## src/rtl/rr_arbiter_4_pkg.sv

```systemverilog
// Shared types and sizes for the four-way round-robin arbiter.
package rr_arbiter_4_pkg;

  localparam int N_REQ = 4;
  localparam int ID_W  = 2;

  typedef enum logic {
    IDLE  = 1'b0,
    GRANT = 1'b1
  } state_t;

endpackage

```

## src/rtl/rr_arbiter_4_dec.sv

```systemverilog
// 2-to-4 one-hot decoder used to turn the registered owner index into a grant bus.
module decoder_2_4
  import rr_arbiter_4_pkg::*;
(
  input  logic [ID_W-1:0]  i_sel,
  output logic [N_REQ-1:0] o_onehot
);

  always_comb begin
    o_onehot        = '0;
    o_onehot[i_sel] = 1'b1;
  end

endmodule

```

## src/rtl/rr_arbiter_4.sv

```systemverilog
// Four-way round-robin arbiter: one owner at a time, released by done, request drop
// or hold timeout, always followed by one empty turnaround cycle.
module rr_arbiter_4
  import rr_arbiter_4_pkg::*;
#(
  parameter int MAX_HOLD = 16
) (
  input  logic             clk,
  input  logic             rst_n,
  input  logic [N_REQ-1:0] req,
  input  logic             done,
  output logic [N_REQ-1:0] grant,
  output logic [ID_W-1:0]  grant_id,
  output logic             grant_valid,
  output logic             timeout
);

  localparam int HC_W = (MAX_HOLD <= 2) ? 1 : $clog2(MAX_HOLD);
  localparam logic [HC_W-1:0] HOLD_LAST = (MAX_HOLD == 0) ? '0 : HC_W'(MAX_HOLD - 1);

  state_t           r_state, w_state;
  logic [ID_W-1:0]  r_ptr, w_ptr;
  logic [ID_W-1:0]  r_grant_id, w_grant_id;
  logic             r_grant_valid, w_grant_valid;
  logic             r_timeout, w_timeout;
  logic [HC_W-1:0]  r_hold_cnt, w_hold_cnt;
  logic             w_limit;
  logic             w_owner_req;
  logic [N_REQ-1:0] w_dec;

  // First set request bit scanning upward from p, wrapping modulo N_REQ.
  function automatic logic [ID_W-1:0] rr_pick(input logic [N_REQ-1:0] rq,
                                              input logic [ID_W-1:0]  p);
    logic [ID_W-1:0] idx;
    logic [ID_W-1:0] win;
    logic            found;
    win   = p;
    found = 1'b0;
    for (int i = 0; i < N_REQ; i++) begin
      idx = p + ID_W'(i);
      if (!found && rq[idx]) begin
        win   = idx;
        found = 1'b1;
      end
    end
    return win;
  endfunction

  assign w_limit     = (MAX_HOLD != 0) && (r_hold_cnt == HOLD_LAST);
  assign w_owner_req = req[r_grant_id];

  always_comb begin
    w_state       = r_state;
    w_ptr         = r_ptr;
    w_grant_id    = r_grant_id;
    w_grant_valid = r_grant_valid;
    w_timeout     = 1'b0;
    w_hold_cnt    = r_hold_cnt;
    case (r_state)
      IDLE: begin
        if (|req) begin
          w_grant_id    = rr_pick(req, r_ptr);
          w_grant_valid = 1'b1;
          w_hold_cnt    = '0;
          w_state       = GRANT;
        end
      end
      GRANT: begin
        if (done || !w_owner_req || w_limit) begin
          w_grant_valid = 1'b0;
          w_ptr         = r_grant_id + 1'b1;
          w_state       = IDLE;
          // Only a pure hold-limit release is reported as a timeout.
          w_timeout     = w_limit && !done && w_owner_req;
        end else if (r_hold_cnt != HOLD_LAST) begin
          w_hold_cnt = r_hold_cnt + 1'b1;
        end
      end
      default: w_state = IDLE;
    endcase
  end

  always_ff @(posedge clk or negedge rst_n) begin
    if (!rst_n) begin
      r_state       <= IDLE;
      r_ptr         <= '0;
      r_grant_id    <= '0;
      r_grant_valid <= 1'b0;
      r_timeout     <= 1'b0;
      r_hold_cnt    <= '0;
    end else begin
      r_state       <= w_state;
      r_ptr         <= w_ptr;
      r_grant_id    <= w_grant_id;
      r_grant_valid <= w_grant_valid;
      r_timeout     <= w_timeout;
      r_hold_cnt    <= w_hold_cnt;
    end
  end

  decoder_2_4 u_dec (
    .i_sel    (r_grant_id),
    .o_onehot (w_dec)
  );

  assign grant       = w_dec & {N_REQ{r_grant_valid}};
  assign grant_id    = r_grant_id;
  assign grant_valid = r_grant_valid;
  assign timeout     = r_timeout;

endmodule

```

## config.mk

```make
export PLATFORM = sky130hd
export DESIGN_NAME = rr_arbiter_4
export DESIGN_NICKNAME = d
export VERILOG_FILES = /design/src/rtl/rr_arbiter_4_pkg.sv /design/src/rtl/rr_arbiter_4_dec.sv /design/src/rtl/rr_arbiter_4.sv
export SDC_FILE = /design/constraint.sdc
export NUM_CORES = 1
export LEC_CHECK = 0
export CAP_MARGIN = 0
export CORE_MARGIN = 2
export CORE_UTILIZATION = 30
export DETAILED_ROUTE_END_ITERATION = 16
export GPL_TIMING_DRIVEN = 0
export SLEW_MARGIN = 20
export SYNTH_ARGS = -nofsm -noshare
export SYNTH_HDL_FRONTEND = slang
export SYNTH_SLANG_ARGS = --single-unit
```

## constraint.sdc

```tcl
create_clock -name clk -period 1.7 [get_ports clk]
set_input_delay 0.17 -clock clk [delete_from_list [all_inputs] [get_ports clk]]
set_output_delay 0.17 -clock clk [all_outputs]
set_load 0.01 [all_outputs]
```

==> reports/metrics.yaml, run 1 <==
worst_hold_path:
  min_path_type: "in2async"
critical_path:
  critical_path_class: "reg2out"
  path_max_fanout: 3
  crit_path_start_kind: "flop"
  crit_path_end_kind: "output pin"
  arrival_ns: 1.44
  cp.required_ns: 1.53
run_status:
  status: "complete, no violations"
yosys:
  ys.flop_type: "dfrtp_1"
  synth_seq_cells: 11
  synth_area_leaders: "dfrtp_1 35%, ha_1 8.0%, mux2_2 4.3%"
  synth_edf_count: 0
  synth_top_area_frac: 0.3503
  synthArstFlopShare: 1.000
  yosysSeqAreaShare: 0.3503
  synth.largest_area_cell: "dfrtp_1"
  yosys_warnings: 0
  ys_types: 35
  syn-cell-area_um2: 785.8
  synthCells: 80
  avgSynthCellArea_um2: 9.822
  syn_nets: 92
power_and_ir_drop:
  pwr-share-seq: 0.313
  cellInternalPower_w: 0.0008831
  switching_share: 0.3809
  power_density_nw_per_um2: 1397
  combPwrFrac: 0.559
  ir_drop_uv: 916.7
  pwr-share-clk: 0.128
  power_leakage_nw: 0.4683
  p_switching_w: 0.0005432
floorplanning:
  dieArea_um2: 3044
  die_h_um: 55.18
  fp-row-count: 18
  io_pins: 15
  die_x_um: 55.18
  core_um2: 2477
  initial_core_util: 0.3172
detailed_routing:
  drc: 0
  vias: 651
  ant_nets: 0
  first_pass_iters: 3
  routed_via_density: 4.932
  drt_iter0_drc: 5
  wirelength_um: 1611
  wl_per_cell_um: 12.20
finish:
  nets: 115
  final_area_um2: 1021
  syn2layout_area_growth_pct: 29.94
  antennaDiodeCount: 0
  final_layout_size_suffix_gt1_frac: 0.2059
  instances_no_fill: 132
sta:
  worstMarginPinSlew_ns: 0.5056
  finalHoldViolCount: 0
  period_minus_slack_ns: 1.615
  finalCritPeriodShare: 0.9499
  rsz0062_at_grt: "false"
  slew_headroom: 0.6619
  finalSetupViolCount: 0
  drv_slew: 0
  whs_ns: 0.2284
  fin_worst_skew_ns: 0.006162
  fmax_mhz: 619.2
cts:
  cts.path.max_buffers: 2
  htreeDepth: 1
  clkLatencyLatePin_ns: 0.27
  cts_buffers: 3
  numClockSinks: 11
  cts.clk_slew.worst_paths_ns: 0.07
  clk_root_buffer_cell: "clkbuf_4"
  cts_tree: "yes"
placement:
  dp_cells: 124
  io_buffers: 14
  gp_congestion: 0.7036
  placed_area_um2: 963.4
  hpwl_um: 1222
grt:
  track_usage: 0.1340
  antenna_found_initial: 0
  grt_max_degree: 12
  gr-total-overflow: 0
  grt_pass1_wl_um: 2766
  grt_pass1_vias: 644
flow_run:
  max_cap_viol_count: 0
==> layout by cell type, fill, tap and decap left out, types with 2 or more instances in the layout <==
cell | Yosys | final
mux2_4 | 2 | 2
clkbuf_4 | 0 | 3
a21oi_1 | 4 | 4
clkdlybuf4s50_1 | 0 | 10
dlygate4sd2_1 | 0 | 3
buf_4 | 1 | 5
and2_1 | 5 | 5
inv_1 | 6 | 6
nor3_1 | 2 | 2
o21ai_0 | 4 | 4
mux2_2 | 3 | 3
ha_1 | 5 | 5
o21bai_1 | 2 | 2
dfrtp_2 | 0 | 2
nor2_1 | 3 | 3
nand3_1 | 2 | 2
dfrtp_1 | 11 | 9
nand2_1 | 7 | 7
nor2b_1 | 3 | 3
==> layout make-up <==
cell class	instances	area, um^2
plain buffers	2	12.51
well taps	30	37.54
fillers	266	1456
flip-flops and latches	11	277.8
repair buffers	18	168.9
multi-input cells	61	475.5
inverters	6	22.52
clock buffers	4	26.28
==> critical path: stages (launching register included) <==
cell	delay [ns]
dfrtp_2	0.42
buf_4	0.15
inv_1	0.09
ha_1	0.14
and2_1	0.12
dlygate4sd2_1	0.27
==> cells by family after synthesis <==
group | count (synthesis) | share of synthesized area
AOI/OAI and AO/OA | 19 | 0.1800
adders and majority gates | 5 | 0.07962
buffers and inverters | 8 | 0.04458
DFF | 11 | 0.3503
muxes | 7 | 0.1274
and+or+nand+nor | 30 | 0.2182
==> repair_timing <==
item,4_1_cts,5_1_grt
gates cloned,0,0
endpoints found under the hold margin,0,0
gates resized for setup,5,1
buffers inserted,4,0
hold buffers,0,0
setup endpoints to repair,4,1
==> cells in the mapped netlist (2+ instances only) <==
| master | instances |
|---|---|
| dfrtp_1 | 11 |
| nand2_1 | 7 |
| inv_1 | 6 |
| and2_1 | 5 |
| ha_1 | 5 |
| a21oi_1 | 4 |
| o21ai_0 | 4 |
| mux2_2 | 3 |
| nor2_1 | 3 |
| nor2b_1 | 3 |
| mux2_4 | 2 |
| nand3_1 | 2 |
| nor3_1 | 2 |
| o21bai_1 | 2 |
==> registers in the layout, indices dropped and copies added, names as in the netlist <==
signal       flops
r_state          1
grant_valid      1
timeout          1
r_hold_cnt       4
grant_id         2
r_ptr            2
==> layer usage <==
metal	GRT usage	wire length (um)	vias to the layer above
li1	-	-	328
met1	0.1502	696	308
met2	0.2302	826	13
met3	0.05914	80	2
met4	0.03659	8	0
met5	0	0	-
==> power by group through the flow <==
stage	clock network, W	logic [W]	registers (W)
finish	0.000182	0.000798	0.000447
global route	0.000203	0.000903	0.000462
CTS	0.000192	0.000817	0.000449
detailed placement	0	0.000729	0.000486
global placement	0	0.000706	0.000481
floorplan	0	0.000473	0.000465
==> stage by stage <==
stage                     power (W)  setup TNS [ns]    util  setup WS (ns)
final                      0.001426               0  0.4121        0.08511
after detailed placement   0.001214         -0.5441  0.3889        -0.1297
after global placement     0.001187         -0.3228  0.3889       -0.08733
after CTS                  0.001458               0  0.4111        0.02595
after floorplan           0.0009387               0       -         0.1850
after global routing       0.001568               0  0.4121       0.007022
==> final timing paths <==
| check | slack [ns] | end | cells after the start | from |
|---|---|---|---|---|
| worst min register to register | 0.58 | r_ptr[0]$_DFFE_PN0P_ | 1 | r_ptr[0]$_DFFE_PN0P_ |
| max in group asynchronous | 1.10 | grant_id[1]$_DFFE_PN0P_ | 1 | rst_n |
| worst min-delay path | 0.23 | r_hold_cnt[2]$_DFFE_PN0P_ | 1 | rst_n |
| worst max-delay path | 0.09 | grant[0] | 5 | grant_id[0]$_DFFE_PN0P_ |
| min in group clk | 0.58 | r_ptr[0]$_DFFE_PN0P_ | 1 | r_ptr[0]$_DFFE_PN0P_ |
| worst max register to register | 0.11 | r_ptr[1]$_DFFE_PN0P_ | 5 | grant_id[0]$_DFFE_PN0P_ |
No activity file was read; power rests on OpenSTA's default activity.
==> inputs of run 2 (changes only) <==
--- a/config.mk
+++ b/config.mk
@@ -10,6 +10,7 @@
 export CORE_UTILIZATION = 30
 export DETAILED_ROUTE_END_ITERATION = 16
 export GPL_TIMING_DRIVEN = 0
+export RECOVER_POWER = 100
 export SLEW_MARGIN = 20
 export SYNTH_ARGS = -nofsm -noshare
 export SYNTH_HDL_FRONTEND = slang
==> reports/metrics.yaml, run 2 (synthesized netlist as in run 1, its figures left out) <==
finish:
  largest-register: "r_hold_cnt"
  final_area_um2: 1010
  antennaDiodeCount: 0
  nets: 115
  largest_reg_flops: 4
  syn2layout_area_growth_pct: 28.50
  multi_input_comb_area_um2: 475.5
  seqCellArea_um2: 277.8
  n_fill_cell: 269
  layout_commonest_cell: "dfrtp_1"
  final_cell_mix: "9 x dfrtp_1, 7 x nand2_1, 6 x inv_1"
  final_layout_size_suffix_gt1_frac: 0.1961
grt:
  grt_max_degree: 12
  grt_pass1_vias: 644
  gr-total-overflow: 0
  antenna_found_initial: 0
  track_usage: 0.1340
  grt_pass1_wl_um: 2766
cts:
  numClockSinks: 11
  clkLatencyLatePin_ns: 0.27
  cts_tree: "yes"
  cts_buffers: 3
  clk_root_buffer_cell: "clkbuf_4"
  cts.clk_slew.worst_paths_ns: 0.07
  htreeDepth: 1
  cts.path.max_buffers: 2
  hold_buffers: 0
critical_path:
  cp.required_ns: 1.53
  path_max_fanout: 3
  critical_path_class: "reg2out"
  crit_path_start_kind: "flop"
  arrival_ns: 1.45
  crit_path_end_kind: "output pin"
placement:
  hpwl_um: 1222
  placed_area_um2: 963.4
  gp_congestion: 0.7036
  io_buffers: 14
detailed_routing:
  first_pass_iters: 4
  wl_per_cell_um: 12.22
  vias: 651
  wirelength_um: 1613
  drc: 0
  drt_iter0_drc: 4
  ant_nets: 0
  routed_via_density: 4.932
run_status:
  status: "complete, no violations"
floorplanning:
  initial_core_util: 0.3172
  fp-row-count: 18
  io_pins: 15
  die_h_um: 55.18
  die_x_um: 55.18
  core_um2: 2477
  dieArea_um2: 3044
sta:
  finalCritPeriodShare: 0.9520
  finalSetupViolCount: 0
  drv_slew: 0
  tns_ns: 0
  fmax_mhz: 617.9
  slew_headroom: 0.6584
  worstMarginPinSlew_ns: 0.5108
  whs_ns: 0.2984
  finalHoldViolCount: 0
  fin_worst_skew_ns: 0.006203
  period_minus_slack_ns: 1.618
  rsz0062_at_grt: "false"
flow_run:
  max_cap_viol_count: 0
worst_hold_path:
  min_path_type: "in2async"
power_and_ir_drop:
  ir_drop_uv: 913.8
  power_leakage_nw: 0.4507
  power_density_nw_per_um2: 1375
-- run 2: worst max-delay path: stages, from the launching register on --
cell and delay, ns:
dfrtp_2 0.37, clkbuf_2 0.13, inv_1 0.07, ha_1 0.19, and2_0 0.13, dlygate4sd2_1 0.28
-- run 2: layout make-up --
cell class | instances | area share
timing repair buffer | 18 | 0.1561
tap | 30 | 0.03717
multi-input combinational | 61 | 0.4709
sequential | 11 | 0.2751
clock buffer | 4 | 0.02602
buffer | 2 | 0.01239
inverter | 6 | 0.02230
-- run 2: stage by stage --
step	total power, W	std cells	setup WS (ns)	utilization
2_1_floorplan	0.0009387	80	0.1850	-
3_3_place_gp	0.001187	124	-0.08733	0.3889
3_5_place_dp	0.001214	124	-0.1297	0.3889
4_1_cts	0.001458	132	0.02595	0.4111
5_1_grt	0.001528	132	0.007022	0.4076
6_report	0.001388	132	0.08156	0.4076
-- run 2: path summary, 6_finish.rpt --
check                                         from                        end  slack (ns)  depth (start not counted)
max                        grant_id[0]$_DFFE_PN0P_                   grant[0]        0.08                          5
min                                          rst_n  r_hold_cnt[2]$_DFFE_PN0P_        0.30                          1
max reg2reg                grant_id[0]$_DFFE_PN0P_       r_ptr[1]$_DFFE_PN0P_        0.11                          5
min reg2reg                   r_ptr[0]$_DFFE_PN0P_       r_ptr[0]$_DFFE_PN0P_        0.58                          1
max in group asynchronous                    rst_n    grant_id[1]$_DFFE_PN0P_        1.02                          1
min in group clk              r_ptr[0]$_DFFE_PN0P_       r_ptr[0]$_DFFE_PN0P_        0.58                          1
-- run 2: per-layer routing --
metal  up-vias  routed length (um)  track usage
li1        328                   -            -
met1       308                 698       0.1502
met2        13                 825       0.2302
met3         2                  80      0.05914
met4         0                   8      0.03659
met5         -                   0            0
-- run 2: where the power goes --
part,leakage [nW],internal [W],switching [W]
Clock,0.0150,0.0000910,0.0000911
Combinational,0.299,0.000398,0.000362
Sequential,0.137,0.000357,0.0000889
Total,0.451,0.000846,0.000542
-- run 2: what timing repair did --
item,4_1_cts,5_1_grt
setup buffers,4,0
setup endpoints to repair,4,1
resized for setup,5,1
